### src/rtl/reorder_buffer_param.sv
// Reorder buffer: in-order allocate, out-of-order writeback, in-order retire.
// A retiring mispredicted branch empties the whole window at the next edge.

// One ROB slot. Flush has priority, then allocation, then commit/writeback.
module rob_entry #(
    parameter int DATA_W = 64,
    parameter int REG_W  = 5
) (
    input  logic              clk,
    input  logic              reset,
    input  logic              flush,
    input  logic              alloc_we,
    input  logic [REG_W-1:0]  alloc_dest_reg,
    input  logic              alloc_reg_write,
    input  logic              alloc_is_branch,
    input  logic              wb_we,
    input  logic [DATA_W-1:0] wb_data,
    input  logic              wb_mispredict,
    input  logic              commit_clr,
    output logic              valid,
    output logic              done,
    output logic              mispredict,
    output logic              is_branch,
    output logic              reg_write,
    output logic [REG_W-1:0]  dest_reg,
    output logic [DATA_W-1:0] data
);
    // Slot state: allocation resets the status bits, writeback marks it complete.
    always_ff @(posedge clk or posedge reset) begin
        if (reset) begin
            valid      <= 1'b0;
            done       <= 1'b0;
            mispredict <= 1'b0;
            is_branch  <= 1'b0;
            reg_write  <= 1'b0;
            dest_reg   <= '0;
            data       <= '0;
        end else if (flush) begin
            valid      <= 1'b0;
            done       <= 1'b0;
            mispredict <= 1'b0;
        end else if (alloc_we) begin
            valid      <= 1'b1;
            done       <= 1'b0;
            mispredict <= 1'b0;
            is_branch  <= alloc_is_branch;
            reg_write  <= alloc_reg_write;
            dest_reg   <= alloc_dest_reg;
        end else begin
            if (commit_clr) valid <= 1'b0;
            if (wb_we) begin
                done       <= 1'b1;
                data       <= wb_data;
                mispredict <= wb_mispredict;
            end
        end
    end
endmodule

module reorder_buffer_param #(
    parameter int DEPTH  = 8,
    parameter int DATA_W = 64,
    parameter int REG_W  = 5,
    parameter int N_WB   = 2,
    localparam int IDX_W = $clog2(DEPTH)
) (
    input  logic                   clk,
    input  logic                   reset,
    input  logic                   alloc_valid,
    output logic                   alloc_ready,
    input  logic [REG_W-1:0]       alloc_dest_reg,
    input  logic                   alloc_reg_write,
    input  logic                   alloc_is_branch,
    output logic [IDX_W-1:0]       alloc_tag,
    input  logic [N_WB-1:0]        wb_valid,
    input  logic [N_WB*IDX_W-1:0]  wb_tag,
    input  logic [N_WB*DATA_W-1:0] wb_data,
    input  logic [N_WB-1:0]        wb_mispredict,
    output logic                   commit_valid,
    input  logic                   commit_ready,
    output logic [IDX_W-1:0]       commit_tag,
    output logic [REG_W-1:0]       commit_dest_reg,
    output logic                   commit_reg_write,
    output logic [DATA_W-1:0]      commit_data,
    output logic                   flush,
    output logic [IDX_W:0]         count,
    output logic                   empty,
    output logic                   full
);
    logic [IDX_W-1:0] head, tail;
    logic [IDX_W:0]   cnt;
    logic             alloc_fire, commit_fire, head_ok;

    logic [DEPTH-1:0]             e_valid, e_done, e_mis, e_br, e_rw;
    logic [DEPTH-1:0][REG_W-1:0]  e_dest;
    logic [DEPTH-1:0][DATA_W-1:0] e_data;

    assign count = cnt;
    assign empty = (cnt == '0);
    assign full  = (cnt == (IDX_W+1)'(DEPTH));

    // Head retires as soon as it is complete; a mispredicted branch flushes.
    assign head_ok     = e_valid[head] & e_done[head];
    assign commit_fire = head_ok & commit_ready;
    assign flush       = commit_fire & e_br[head] & e_mis[head];

    // No full bypass: a full buffer refuses alloc even if head retires now.
    assign alloc_ready = !full && !flush;
    assign alloc_fire  = alloc_valid & alloc_ready;
    assign alloc_tag   = tail;

    assign commit_valid     = head_ok;
    assign commit_tag       = head_ok ? head         : '0;
    assign commit_dest_reg  = head_ok ? e_dest[head] : '0;
    assign commit_reg_write = head_ok & e_rw[head];
    assign commit_data      = head_ok ? e_data[head] : '0;

    // Pointers and occupancy; a flush returns the window to its reset shape.
    always_ff @(posedge clk or posedge reset) begin
        if (reset) begin
            head <= '0;
            tail <= '0;
            cnt  <= '0;
        end else if (flush) begin
            head <= '0;
            tail <= '0;
            cnt  <= '0;
        end else begin
            if (alloc_fire)  tail <= tail + 1'b1;
            if (commit_fire) head <= head + 1'b1;
            cnt <= cnt + (IDX_W+1)'(alloc_fire) - (IDX_W+1)'(commit_fire);
        end
    end

    for (genvar i = 0; i < DEPTH; i++) begin : g_ent
        logic              hit;
        logic [DATA_W-1:0] hit_data;
        logic              hit_mis;

        // Pick the writeback aimed at this slot; higher port index wins.
        always_comb begin
            hit      = 1'b0;
            hit_data = '0;
            hit_mis  = 1'b0;
            for (int p = 0; p < N_WB; p++) begin
                if (wb_valid[p] && wb_tag[p*IDX_W +: IDX_W] == IDX_W'(i)) begin
                    hit      = 1'b1;
                    hit_data = wb_data[p*DATA_W +: DATA_W];
                    hit_mis  = wb_mispredict[p];
                end
            end
        end

        rob_entry #(.DATA_W(DATA_W), .REG_W(REG_W)) u_ent (
            .clk             (clk),
            .reset           (reset),
            .flush           (flush),
            .alloc_we        (alloc_fire && tail == IDX_W'(i)),
            .alloc_dest_reg  (alloc_dest_reg),
            .alloc_reg_write (alloc_reg_write),
            .alloc_is_branch (alloc_is_branch),
            .wb_we           (hit && e_valid[i] && !flush),
            .wb_data         (hit_data),
            .wb_mispredict   (hit_mis),
            .commit_clr      (commit_fire && head == IDX_W'(i)),
            .valid           (e_valid[i]),
            .done            (e_done[i]),
            .mispredict      (e_mis[i]),
            .is_branch       (e_br[i]),
            .reg_write       (e_rw[i]),
            .dest_reg        (e_dest[i]),
            .data            (e_data[i])
        );
    end
endmodule

### config.mk
export PLATFORM = sky130hd
export DESIGN_NAME = reorder_buffer_param
export DESIGN_NICKNAME = d
export VERILOG_FILES = /design/src/rtl/reorder_buffer_param.sv
export SDC_FILE = /design/constraint.sdc
export NUM_CORES = 2
export LEC_CHECK = 0
export BUFFER_PORTS_ARGS = -buffer_cell sky130_fd_sc_hd__clkbuf_2
export CORE_UTILIZATION = 40
export DETAILED_ROUTE_END_ITERATION = 10
export SLEW_MARGIN = 0
export SYNTH_ARGS = -nofsm -noshare
export SYNTH_HDL_FRONTEND = slang
export SYNTH_SLANG_ARGS = --single-unit
### constraint.sdc
create_clock -name clk -period 28 [get_ports clk]
set_input_delay 8.4 -clock clk [delete_from_list [all_inputs] [get_ports clk]]
set_output_delay 8.4 -clock clk [all_outputs]
set_load 0.005 [all_outputs]
[Word-level counts from Yosys, hierarchy flattened]
Index checks and enable logic that the tools add are counted.
Storage, ports and cells
  register bits after elaboration: 602
  word-level logic and storage cells: 340
Cells by class
  add/subtract/negate cells: 4
  magnitude comparators: 1
  equal/unequal tests: 29
  mux-type cells: 142
  bitwise gates (word level): 15
  reductions and logical operators: 90
Operators with widths (number)
  64-bit two-way mux: 18
  64-bit binary-select mux with 3-bit select: 1
  1-bit two-way mux: 109
  1-bit logical AND: 49
  3-bit == test, second input constant: 16
  3-bit nonzero test: 16
  3-bit by 2-bit == test with 1-bit output, second input constant: 8
  3-bit AND reduction: 8
  2-bit AND reduction: 8
  1-bit binary-select mux with 3-bit select: 5
  5-bit binary-select mux with 3-bit select: 1
  3-bit two-way mux: 5
  3-bit by 1-bit == test with 1-bit output, second input constant: 4
  3-bit zero test: 4
  5-bit two-way mux: 2
  1-bit NOT: 9
  3-bit by 1-bit adder with 3-bit output, second input constant: 2
  1-bit AND: 6
  4-bit by 1-bit adder with 4-bit output: 1
  4-bit == test, second input constant: 1
  4-bit zero test: 1
  3-bit by 4-bit < comparator with 1-bit output, second input constant: 1
  4-bit two-way mux: 1
  2-bit nonzero test: 2
  other kinds (2): 3

[Longest topological paths before layout]
  depth after elaboration: 12
  mapped depth: 17

[Cells and area by module]
From an unflattened synthesis, not the netlist that was laid out.
Second synthesis, totals
  cell total of the unflattened synthesis: 2660
  area, all modules: 35685.5 um^2
By module, submodules not included
  rob_entry: instances 8, cells each 163, area each 3074.2 um^2, seq. area each 1851.8 um^2
  reorder_buffer_param: instances 1, cells each 1356, area each 11091.9 um^2, seq. area each 250.2 um^2

[Worst setup path before layout]
No wires, ideal clock.
  kind: input to output
  start: in commit_ready
  end: out alloc_ready
  arrival time: 9.687 ns
  required time: 19.600 ns
  path slack: 9.913 ns
  stages: 8
  buffers on the path: 3
  cells stage by stage: nand2_1 o22a_1 or4_1 buf_2 inv_2 buf_2 buf_2 nor2_1
Between the ends
  cells in the longest elaborated chain, start to end: 5
Ends and longest elaborated chain
  from (decl): line 80  | input logic commit_ready,
  1-bit AND: line 104  | assign commit_fire = head_ok & commit_ready;
  1-bit AND (2 in series): line 105  | assign flush = commit_fire & e_br[head] & e_mis[head];
  net flush: line 85  | output logic flush,
  1-bit zero test: line 108  | assign alloc_ready = !full && !flush;
  1-bit logical AND: line 108
  to (decl): line 70  | output logic alloc_ready,
The timed path passes the listed nets, and every way through them passes these cells.

[Final worst setup path]
  start: in commit_ready
  end: out alloc_ready
Between the ends
  cells in the longest elaborated chain, start to end: 5
Ends and longest elaborated chain (line)
  1-bit AND: 104
  1-bit AND (2 in series): 105
  1-bit zero test: 108
  1-bit logical AND: 108
No other way between the ends.

==> summary.md <==
| Metric | Value |
|---|---|
| Outcome | `finished clean` |
| Startpoint types | `input port` |
| Worst-path clk slew | `60 ps` |
| DP Area | `0.0342 mm2` |
| Remaining global-route overflow | `0` |
| P per Cell Area | `107 mW/mm2` |
| Mapped cell area | `0.0329 mm2` |
| Die height | `289 um` |
| Max-cap violations | `0` |
| Avg WL per Cell | `27.6 um` |
| Crit path largest cell delay | `750 ps` |
| Setup crit end kind | `output port` |
| Synth unique cells | `45` |
| Setup bufs post-CTS | `0` |
| Horiz. Die Dim | `289 um` |
| Final RePlAce weighted congestion | `0.834` |
| # setup viols final | `0` |
| CP Cell Sequence | `clkbuf_2 > nand2_1 > o22a_1 > or4_4 > inv_8 > nor2_1 > clkbuf_2` |
| Slowest-stage cell, CP | `or4_4` |
| H-tree Lvls | `3` |
| PostCTS Resize Cnt | `0` |
| Initial Util | `0.406` |
| Synth Net Count | `3378` |
| Largest net degree at the start of global routing | `215` |
| Number of global-route vias before repair | `26.9k` |
| DR vias/cell | `6.31` |
| # DRC | `0` |
| FFs w/ async S/R, synth | `1.00` |
| Initial antenna violation count | `14` |
| Top FF cell, synth | `dfrtp_1` |
| Post-synth top cells | `623 x o21ai_0, 602 x dfrtp_1, 459 x a21oi_1, 388 x mux2i_1, 188 x clkbuf_1` |
| Total iterations of the first detailed-routing run | `5` |
| Max reg flops | `512` |
| Min-Delay Path Class | `register to register` |
| CTS tree | `built` |
| Fin Setup TNS | `0 ps` |
| EDFF count, synth | `0` |
| Antenna Nets Post-Route | `0` |
| Crit path time final | `18880 ps` |
| RSZ-0062 raised after global routing | `false` |
| Most used cell, CP | `clkbuf_2` |
| Period utilisation layout | `0.674` |
| Pins Over Slew Limit | `0` |
| Max Buffers Root-to-Sink | `3` |
| Post-DP HPWL | `60400 um` |
| First-pass GRT wire length | `176000 um` |
| Filler Cell Count | `7614` |
| Hold-fix buffer count after cts | `0` |
| Max IR drop VDD | `0.0000869 V` |
| Total Routing Usage GR | `0.280` |
| Hold Fails Final Rpt | `0` |
| Largest area contributor in the netlist | `dfrtp_1` |
| Sequential share of the synthesized area | `0.457` |
| Ys Warns | `0` |
| Worst-Margin Slew | `1270 ps` |
| Skew-Pair Late Insertion Delay | `640 ps` |
| Crit path required time | `19600 ps` |
| Worst slew margin | `0.152` |
| First DRT Iteration DRCs | `2596` |
| Design Area, Final | `0.0367 mm2` |
| CTS Buf Count | `70` |
| Fmax | `0.0530 GHz` |
| Syn Inst Count | `3210` |
| # IOs | `234` |
| Buffers on Ports | `233` |
| CP Buf/Inv Count | `3` |
| Syn Area/Cell | `10.3 um2` |
| Synth top area cells | `dfrtp_1 46%, mux2i_1 12%, mux4_2 9.8%, o21ai_0 9.5%, a21oi_1 7.0%` |
| Setup Crit Path Kind | `input port to output port` |
| Layout area overhead | `11.4%` |
| NumNets Final | `3298` |
| LEAKAGE | `15.2 nW` |
| DIE AREA | `0.0835 mm2` |
| CTS sink cnt | `602` |
| Arrival time at the worst endpoint | `10480 ps` |
| Synth Register Bits | `602` |
| Clock skew | `45.6 ps` |
| Drt total wl | `117000 um` |
| CTS root buffer | `clkbuf_16` |
| Share of layout cells above drive strength 1 | `0.199` |
| Row Count | `104` |
| Total number of vias | `26.8k` |
| Largest fanout on the critical path | `131` |
| Core area | `0.0811 mm2` |
| CP delay by family, top | `simple AND/OR/NAND/NOR gates` |
| Post-synth top area share | `0.457` |
| Cell with the most instances after synthesis | `o21ai_0` |
-- layout make-up --
class	instances	area (um2)	area share
clock buffer	98	2090	0.0570
timing repair buffer	272	1520	0.0415
inverter	19	88.8	0.00242
multi-input combinational	2165	16200	0.441
clock inverter	27	402	0.0109
tap	1060	1330	0.0361
antenna	3	7.51	0.000205
sequential	602	15100	0.411
-- through the flow --
step	hold WS, ps	instances	utilization	power, mW	setup slack, ps
after floorplan	467	3210	-	2.45	2750
after global placement	481	4118	0.422	2.89	9090
after detailed placement	488	4118	0.422	2.93	9070
after CTS	503	4243	0.452	3.93	9080
after global routing	506	4246	0.453	4.15	8980
final	500	4246	0.453	3.93	9120
-- report_power, final --
group	internal (mW)	total (mW)	switching, mW
combinational	0.651	1.44	0.793
sequential	1.25	1.48	0.230
clock	0.605	1.00	0.395
total	2.51	3.93	1.42
-- worst register-to-register path: cells and delay by family, from the launching register on --
kind            cells  cell delay (ps)
buf+inv             2             1390
compound gates      2              880
simple gates        3             1860
flops               1              930
-- layout by cell type (no fill, tap or decap), types with 3 or more instances in the layout --
master / count
nor3_1: 10
nand2_2: 6
mux2i_1: 388
o21ai_0: 623
clkinv_2: 9
clkbuf_8: 17
clkbuf_1: 8
nand3_1: 7
or3_1: 4
dfrtp_1: 599
nor3_2: 4
nand3_4: 5
mux4_2: 143
and2_1: 6
clkinvlp_4: 6
buf_12: 5
inv_1: 14
xnor2_1: 3
diode_2: 3
a211oi_1: 4
nand2_4: 4
nor2_4: 3
dfrtp_4: 3
nand2_1: 178
a21oi_1: 459
a22oi_1: 129
bufinv_16: 9
nor2_1: 37
and2_4: 6
mux2_2: 59
nand2b_1: 7
clkbuf_16: 73
nor2b_1: 4
buf_4: 34
clkbuf_2: 233
a2111oi_0: 3
mux2_4: 3
o21ai_1: 26
ha_1: 18
o21a_1: 6
-- kinds of logic after synthesis --
family / share of synthesized area
muxes: 0.237
buffers and inverters: 0.0564
AOI/OAI and AO/OA: 0.203
and+or+nand+nor: 0.0382
adders and majority gates: 0.00744
DFF: 0.457
xor gates and xnor gates: 0.000798
-- final timing paths --
kind | cells after the start | slack [ps] | endpoint | startpoint
hold / removal | 2 | 500 | g_ent[5].u_ent.data[11] | g_ent[5].u_ent.data[11]
setup / recovery | 7 | 9120 | alloc_ready | commit_ready
hold reg to reg | 2 | 500 | g_ent[5].u_ent.data[11] | g_ent[5].u_ent.data[11]
setup reg to reg | 7 | 22820 | g_ent[3].u_ent.data[27] | head[1]
min in group asynchronous | 2 | 7920 | count[3] | reset
max in group asynchronous | 4 | 17800 | g_ent[1].u_ent.data[24] | reset
-- per-layer routing --
metal	GRT usage	vias to the layer above	share of wire
met5	0	-	0.0010
met4	0.101	22	0.030
met3	0.0571	238	0.081
met2	0.448	1216	0.47
met1	0.376	13800	0.41
li1	-	11500	-
No activity file was read; power rests on OpenSTA's default activity.
